===== src/rtl/instr_fetch_unit_if.sv =====
// rtl/instr_fetch_unit_if.sv - instruction memory bus between fetch unit and memory
interface instr_fetch_unit_if;
   logic [31:0] imem_addr;
   logic [31:0] imem_instr;

   // fetch side: drives the address, receives the word in the same cycle
   modport master (
      output imem_addr,
      input  imem_instr
   );

   // memory side: decodes the address, returns the word combinationally
   modport slave (
      input  imem_addr,
      output imem_instr
   );
endinterface


===== src/rtl/instr_fetch_unit.sv =====
// rtl/instr_fetch_unit.sv - PC, IF/ID register, redirect/stall/boot/halt control
module instr_fetch_unit #(
   parameter logic [31:0] RESET_PC   = 32'h0000_0000,
   parameter logic [31:0] NOP_INSTR  = 32'h0000_0013,
   parameter logic [31:0] HALT_INSTR = 32'h0010_0073
) (
   input  logic                    clk,
   input  logic                    reset,
   input  logic                    stall,
   input  logic                    redirect_valid,
   input  logic [31:0]             redirect_pc,
   instr_fetch_unit_if.master      imem,
   output logic [31:0]             if_id_instr,
   output logic [31:0]             if_id_pc,
   output logic [31:0]             if_id_pc_plus4,
   output logic                    if_id_valid,
   output logic                    halted,
   output logic                    misalign_err,
   output logic [31:0]             fetch_count
);

   typedef enum logic [1:0] {BOOT, RUN, HALT} state_t;

   state_t      state_q, state_d;
   logic [31:0] pc_q, pc_d;
   logic [31:0] instr_d, id_pc_d, id_plus4_d, count_d;
   logic        valid_d, misalign_d;

   // memory sees the live PC; no address register stage
   assign imem.imem_addr = pc_q;
   assign halted         = (state_q == HALT);

   // state, PC and IF/ID registers; reset is honoured immediately
   always_ff @(posedge clk or posedge reset) begin
      if (reset) begin
         state_q        <= BOOT;
         pc_q           <= RESET_PC;
         if_id_instr    <= NOP_INSTR;
         if_id_pc       <= 32'h0000_0000;
         if_id_pc_plus4 <= 32'h0000_0004;
         if_id_valid    <= 1'b0;
         misalign_err   <= 1'b0;
         fetch_count    <= 32'h0000_0000;
      end else begin
         state_q        <= state_d;
         pc_q           <= pc_d;
         if_id_instr    <= instr_d;
         if_id_pc       <= id_pc_d;
         if_id_pc_plus4 <= id_plus4_d;
         if_id_valid    <= valid_d;
         misalign_err   <= misalign_d;
         fetch_count    <= count_d;
      end
   end

   // next-state and next register values; redirect beats stall beats a normal fetch
   always_comb begin
      state_d    = state_q;
      pc_d       = pc_q;
      instr_d    = if_id_instr;
      id_pc_d    = if_id_pc;
      id_plus4_d = if_id_pc_plus4;
      valid_d    = if_id_valid;
      misalign_d = misalign_err;
      count_d    = fetch_count;
      case (state_q)
         BOOT: begin
            // one dead cycle after reset so memory sees RESET_PC before capture
            valid_d = 1'b0;
            state_d = RUN;
         end
         RUN: begin
            if (redirect_valid) begin
               // squash the wrong-path word that memory is returning this cycle
               pc_d    = {redirect_pc[31:2], 2'b00};
               instr_d = NOP_INSTR;
               valid_d = 1'b0;
               if (redirect_pc[1:0] != 2'b00) begin
                  misalign_d = 1'b1;
               end
            end else if (!stall) begin
               instr_d    = imem.imem_instr;
               id_pc_d    = pc_q;
               id_plus4_d = pc_q + 32'd4;
               valid_d    = 1'b1;
               count_d    = fetch_count + 32'd1;
               pc_d       = pc_q + 32'd4;
               if (imem.imem_instr == HALT_INSTR) begin
                  state_d = HALT;
               end
            end
         end
         HALT: begin
            // EBREAK already handed over; feed bubbles forever
            instr_d = NOP_INSTR;
            valid_d = 1'b0;
         end
         default: begin
            state_d = BOOT;
         end
      endcase
   end

endmodule


===== src/flat_wrapper.sv =====
// flat-port wrapper written by rule: the top's interface ports become plain ports
module instr_fetch_unit_flat 
#(
   parameter logic [31:0] RESET_PC   = 32'h0000_0000,
   parameter logic [31:0] NOP_INSTR  = 32'h0000_0013,
   parameter logic [31:0] HALT_INSTR = 32'h0010_0073
)
  (clk, reset, stall, redirect_valid, redirect_pc, if_id_instr, if_id_pc, if_id_pc_plus4, if_id_valid, halted, misalign_err, fetch_count, imem_imem_addr, imem_imem_instr);
  instr_fetch_unit_if imem_i ();
  input  logic clk;
  input  logic reset;
  input  logic stall;
  input  logic redirect_valid;
  input  logic [31:0] redirect_pc;
  output logic [31:0] if_id_instr;
  output logic [31:0] if_id_pc;
  output logic [31:0] if_id_pc_plus4;
  output logic if_id_valid;
  output logic halted;
  output logic misalign_err;
  output logic [31:0] fetch_count;
  output wire logic [$bits(imem_i.imem_addr)-1:0] imem_imem_addr;
  input wire logic [$bits(imem_i.imem_instr)-1:0] imem_imem_instr;
  assign imem_imem_addr = imem_i.imem_addr;
  assign imem_i.imem_instr = imem_imem_instr;
  instr_fetch_unit #(.RESET_PC(RESET_PC), .NOP_INSTR(NOP_INSTR), .HALT_INSTR(HALT_INSTR)) u_core (.clk(clk), .reset(reset), .stall(stall), .redirect_valid(redirect_valid), .redirect_pc(redirect_pc), .imem(imem_i), .if_id_instr(if_id_instr), .if_id_pc(if_id_pc), .if_id_pc_plus4(if_id_pc_plus4), .if_id_valid(if_id_valid), .halted(halted), .misalign_err(misalign_err), .fetch_count(fetch_count));
endmodule

===== config.mk =====
export PLATFORM = sky130hd
export DESIGN_NAME = instr_fetch_unit_flat
export DESIGN_NICKNAME = d
export VERILOG_FILES = /design/src/rtl/instr_fetch_unit_if.sv /design/src/rtl/instr_fetch_unit.sv /design/src/flat_wrapper.sv
export SDC_FILE = /design/constraint.sdc
export NUM_CORES = 1
export LEC_CHECK = 0
export BUFFER_PORTS_ARGS = -buffer_cell sky130_fd_sc_hd__buf_4
export CELL_PAD_IN_SITES_DETAIL_PLACEMENT = 0
export CELL_PAD_IN_SITES_GLOBAL_PLACEMENT = 1
export CORE_ASPECT_RATIO = 1.5
export CORE_MARGIN = 1
export CORE_UTILIZATION = 41
export DETAILED_ROUTE_END_ITERATION = 6
export GPL_TIMING_DRIVEN = 0
export PLACE_DENSITY = 0.95
export SYNTH_ARGS = -nofsm -noshare
export SYNTH_HDL_FRONTEND = slang
export SYNTH_SLANG_ARGS = --single-unit

===== constraint.sdc =====
create_clock -name clk -period 14 [get_ports clk]
set_clock_uncertainty 0.05 [all_clocks]
set_input_delay 0.7 -clock clk [delete_from_list [all_inputs] [get_ports clk]]
set_output_delay 0.7 -clock clk [all_outputs]
set_load 0.01 [all_outputs]

==> summary.md <==
| Metric | Value |
|---|---|
| Final slew viol count | `0` |
| Post-synth EDFFs | `0` |
| Share of the yosys chip area belonging to registers | `55.4%` |
| Setup TNS Final | `0 ns` |
| Minimum clock period | `2.49 ns` |
| Post-Syn Area | `7150 um2` |
| Pre-antenna DRT Iters | `5` |
| Slowest-stage cell, CP | `nor4_1` |
| Avg Inst Size Synth | `10.1 um2` |
| Sequential power share | `43.2%` |
| GRT Total Usage | `24.9%` |
| Slew Limit Headroom | `between 40% and 50%` |
| RSZ-0062 raised after global routing | `no` |
| Internal Pwr Total | `slightly above 0.0009 W` |
| Worst path max stage delay | `approximately 0.78 ns` |
| Status | `complete, no violations` |
| DIE HEIGHT | `about 160 um` |
| Area Growth Syn to Fin | `36.7%` |
| Starting Density | `42.3%` |
| Period utilization | `17.8%` |
| Post-synth top area share | `53.9%` |
| Total leakage power | `4.77 nW` |
| Die area | `18000 um2` |
| Crit path capture type | `flop` |
| Core Util, Final | `57.8%` |
| Post-CTS Setup Inserts | `0` |
| Via/cell ratio | `between 5 and 6` |
| Final wirelength | `21600 um` |
| Clock latency on the worst-skew pair | `between 0.4 and 0.5 ns` |
| Detailed Place HPWL | `15800 um` |
| Clock Power Share | `38.0%` |
| Vias after detailed routing | `~6400` |
| Site Rows | `slightly below 60` |
| Max-cap violation count | `0` |
| Core area | `about 17000 um2` |
| Synth Instances | `711` |
| First-pass GRT wire length | `33500 um` |
| Top-count cell post-synth | `dfrtp_1` |
| H-tree Lvls | `4` |
| Post-Place Cell Area | `9140 um2` |
| Synth area leaders | `dfrtp_1, nand2_1, xnor2_1` |
| Initial antenna violation count | `0` |
| CTS tree | `done` |
| Final Hold Viols | `0` |
| Remaining DRCs | `0` |
| Top-level I/O count | `231` |
| Share of layout cells above drive strength 1 | `28.8%` |
| Number of library cell types mapped by synthesis | `56` |
| Largest net degree at the start of global routing | `108` |
| Yosys reg bits | `158` |
| Fin area | `9780 um2` |
| Clock sinks | `~160` |
| DR iter-0 viols | `between 300 and 400` |
| Port Buffers | `approximately 220` |
| Overall power | `0.00130 W` |
| RR Startpoint | `u_core.imem.imem_addr[2]` |
| # hold bufs at CTS | `0` |
| Critical path buffers and inverters | `0` |
| Worst slew pin tran | `0.890 ns` |
| Root Buffer | `clkbuf_16` |
| Routability congestion estimate from global placement | `0.831` |
| Clock transition at path regs | `0.07 ns` |
| CP Max Fanout | `8` |
| Worst-path cell chain | `ha_1 > nand2_1 > nor4_1 > and3_1 > a31oi_1 > o22a_1` |
| Worst setup path start | `u_core.imem.imem_addr[2]` |
| Peak VDD IR | `0.0000774 V` |
| Data arrival time of the worst path | `about 2.8 ns` |
| Sw frac | `about 28%` |
| Post-CTS sizing | `0` |
| Clock buffer depth | `2` |
| Net switching power | `around 0.00037 W` |
| Achievable frequency | `0.401 GHz` |
| Fin nets | `roughly 1000` |
| ANT nets after route | `0` |
| Final count of negative-setup-slack endpoints | `0` |
| Vias in the first global route | `around 6400` |
| Comb pwr share | `a little under a fifth` |
| Die span in x | `110 um` |
| CTS Buf Count | `17` |
| Crit Path Category | `flop to flop` |
| Worst hold path class | `primary input to asynchronous set/reset pin` |
| CP required | `14.26 ns` |
| Ys async rst share | `100%` |
| GRT overflow | `0` |
| ANT cells | `0` |
| Largest area contributor in the netlist | `dfrtp_1` |
| Synth warn | `0` |
| Top post-synthesis cells by count | `dfrtp_1, nand2_1, o21ai_0` |
| Startpoint Class | `flop` |
| CP top delay family | `simple AND/OR/NAND/NOR gates` |
| Synth Flop Type | `dfrtp_1` |
| PD cells | `around 130 nW/um2` |
| DR WL/cell | `18.2 um` |
-- state kept, by name, summed over array words and instances, names as in the netlist --
register and flops:
u_core.misalign_err 1, u_core.imem.imem_addr 30, u_core.if_id_pc_plus4 30, u_core.if_id_instr 32, u_core.state_q 2, u_core.if_id_valid 1
u_core.if_id_pc 30, u_core.fetch_count 32
-- worst paths after layout --
kind | end | slack, ns | cells after the start
hold / removal | u_core.if_id_pc[16] | 0.22 | 2
setup reg to reg | u_core.imem.imem_addr[16] | 11.51 | 6
min in group clk | u_core.if_id_pc[10] | 0.43 | 2
max in group asynchronous | u_core.if_id_instr[1] | 12.84 | 3
hold reg to reg | u_core.if_id_pc[10] | 0.43 | 2
setup / recovery | u_core.imem.imem_addr[16] | 11.51 | 6
-- cell families after synthesis --
kind of cell             Yosys count  synth area share [%]
multiplexers                       2                 0.280
AND/OR/NAND/NOR                  293                  20.0
adder cells (fa/ha/maj)            2                 0.350
flip-flops                       158                  55.4
other                              1                0.0524
AO/OA/AOI/OAI                    145                  13.8
XOR/XNOR                          55                  6.74
buffers and inverters             55                  3.43
-- layer usage --
metal  vias to the layer above  track usage (%)  wire, um
met2                       236             39.7     10500
met1                      3106             30.3      8560
met3                        66             5.40      1290
met4                         0             15.6      1170
met5                         -                0         0
li1                       2986                -         -
-- cells in the final DEF, fill, tap and decap left out, types with 5 or more instances in the layout --
cell,instances
buf_4,230
dfrtp_1,154
nand2_1,143
o21ai_0,51
clkbuf_1,35
nor2_1,35
xnor2_1,34
a22o_1,30
nand3_1,27
nand4_1,22
xor2_1,21
and3_1,19
clkbuf_16,17
a21oi_1,12
and2_1,8
a22oi_1,8
nor4_1,7
a31oi_1,7
nor3_1,6
o22a_1,6
conb_1,6
and4_1,5
inv_1,5
a21o_1,5
o311ai_0,5
-- cell type report --
class	instances	area (um2)
clock inverters	11	155
plain buffers	48	219
fillers	1519	7130
inverters	7	33.8
multi-input cells	503	2970
repair buffers	224	1700
well taps	210	263
clock buffers	21	480
flip-flops and latches	158	3960
-- power groups by stage --
stage / Sequential (W) / Combinational (W) / Clock [W]
CTS: 0.000564 / 0.000247 / 0.000504
finish: 0.000564 / 0.000245 / 0.000496
global route: 0.000571 / 0.000268 / 0.000523
global placement: 0.000570 / 0.000242 / 0
detailed placement: 0.000572 / 0.000247 / 0
floorplan: 0.000584 / 0.0000901 / 0
-- through the flow --
stage	instances	setup WS (ns)	hold WS, ns
2_1_floorplan	716	8.99	0.432
5_1_grt	1182	11.32	0.242
6_report	1182	11.51	0.220
3_5_place_dp	1150	11.23	0.414
3_3_place_gp	1149	7.10	0.409
4_1_cts	1182	11.47	0.222
-- worst reg2reg max path, cell delays in order, from the launching register on --
cell and delay, ns:
dfrtp_1 0.50, ha_1 0.29, nand2_1 0.12, nor4_1 0.78
and3_1 0.32, a31oi_1 0.11, o22a_1 0.20
(Power assumes the default switching activity.)
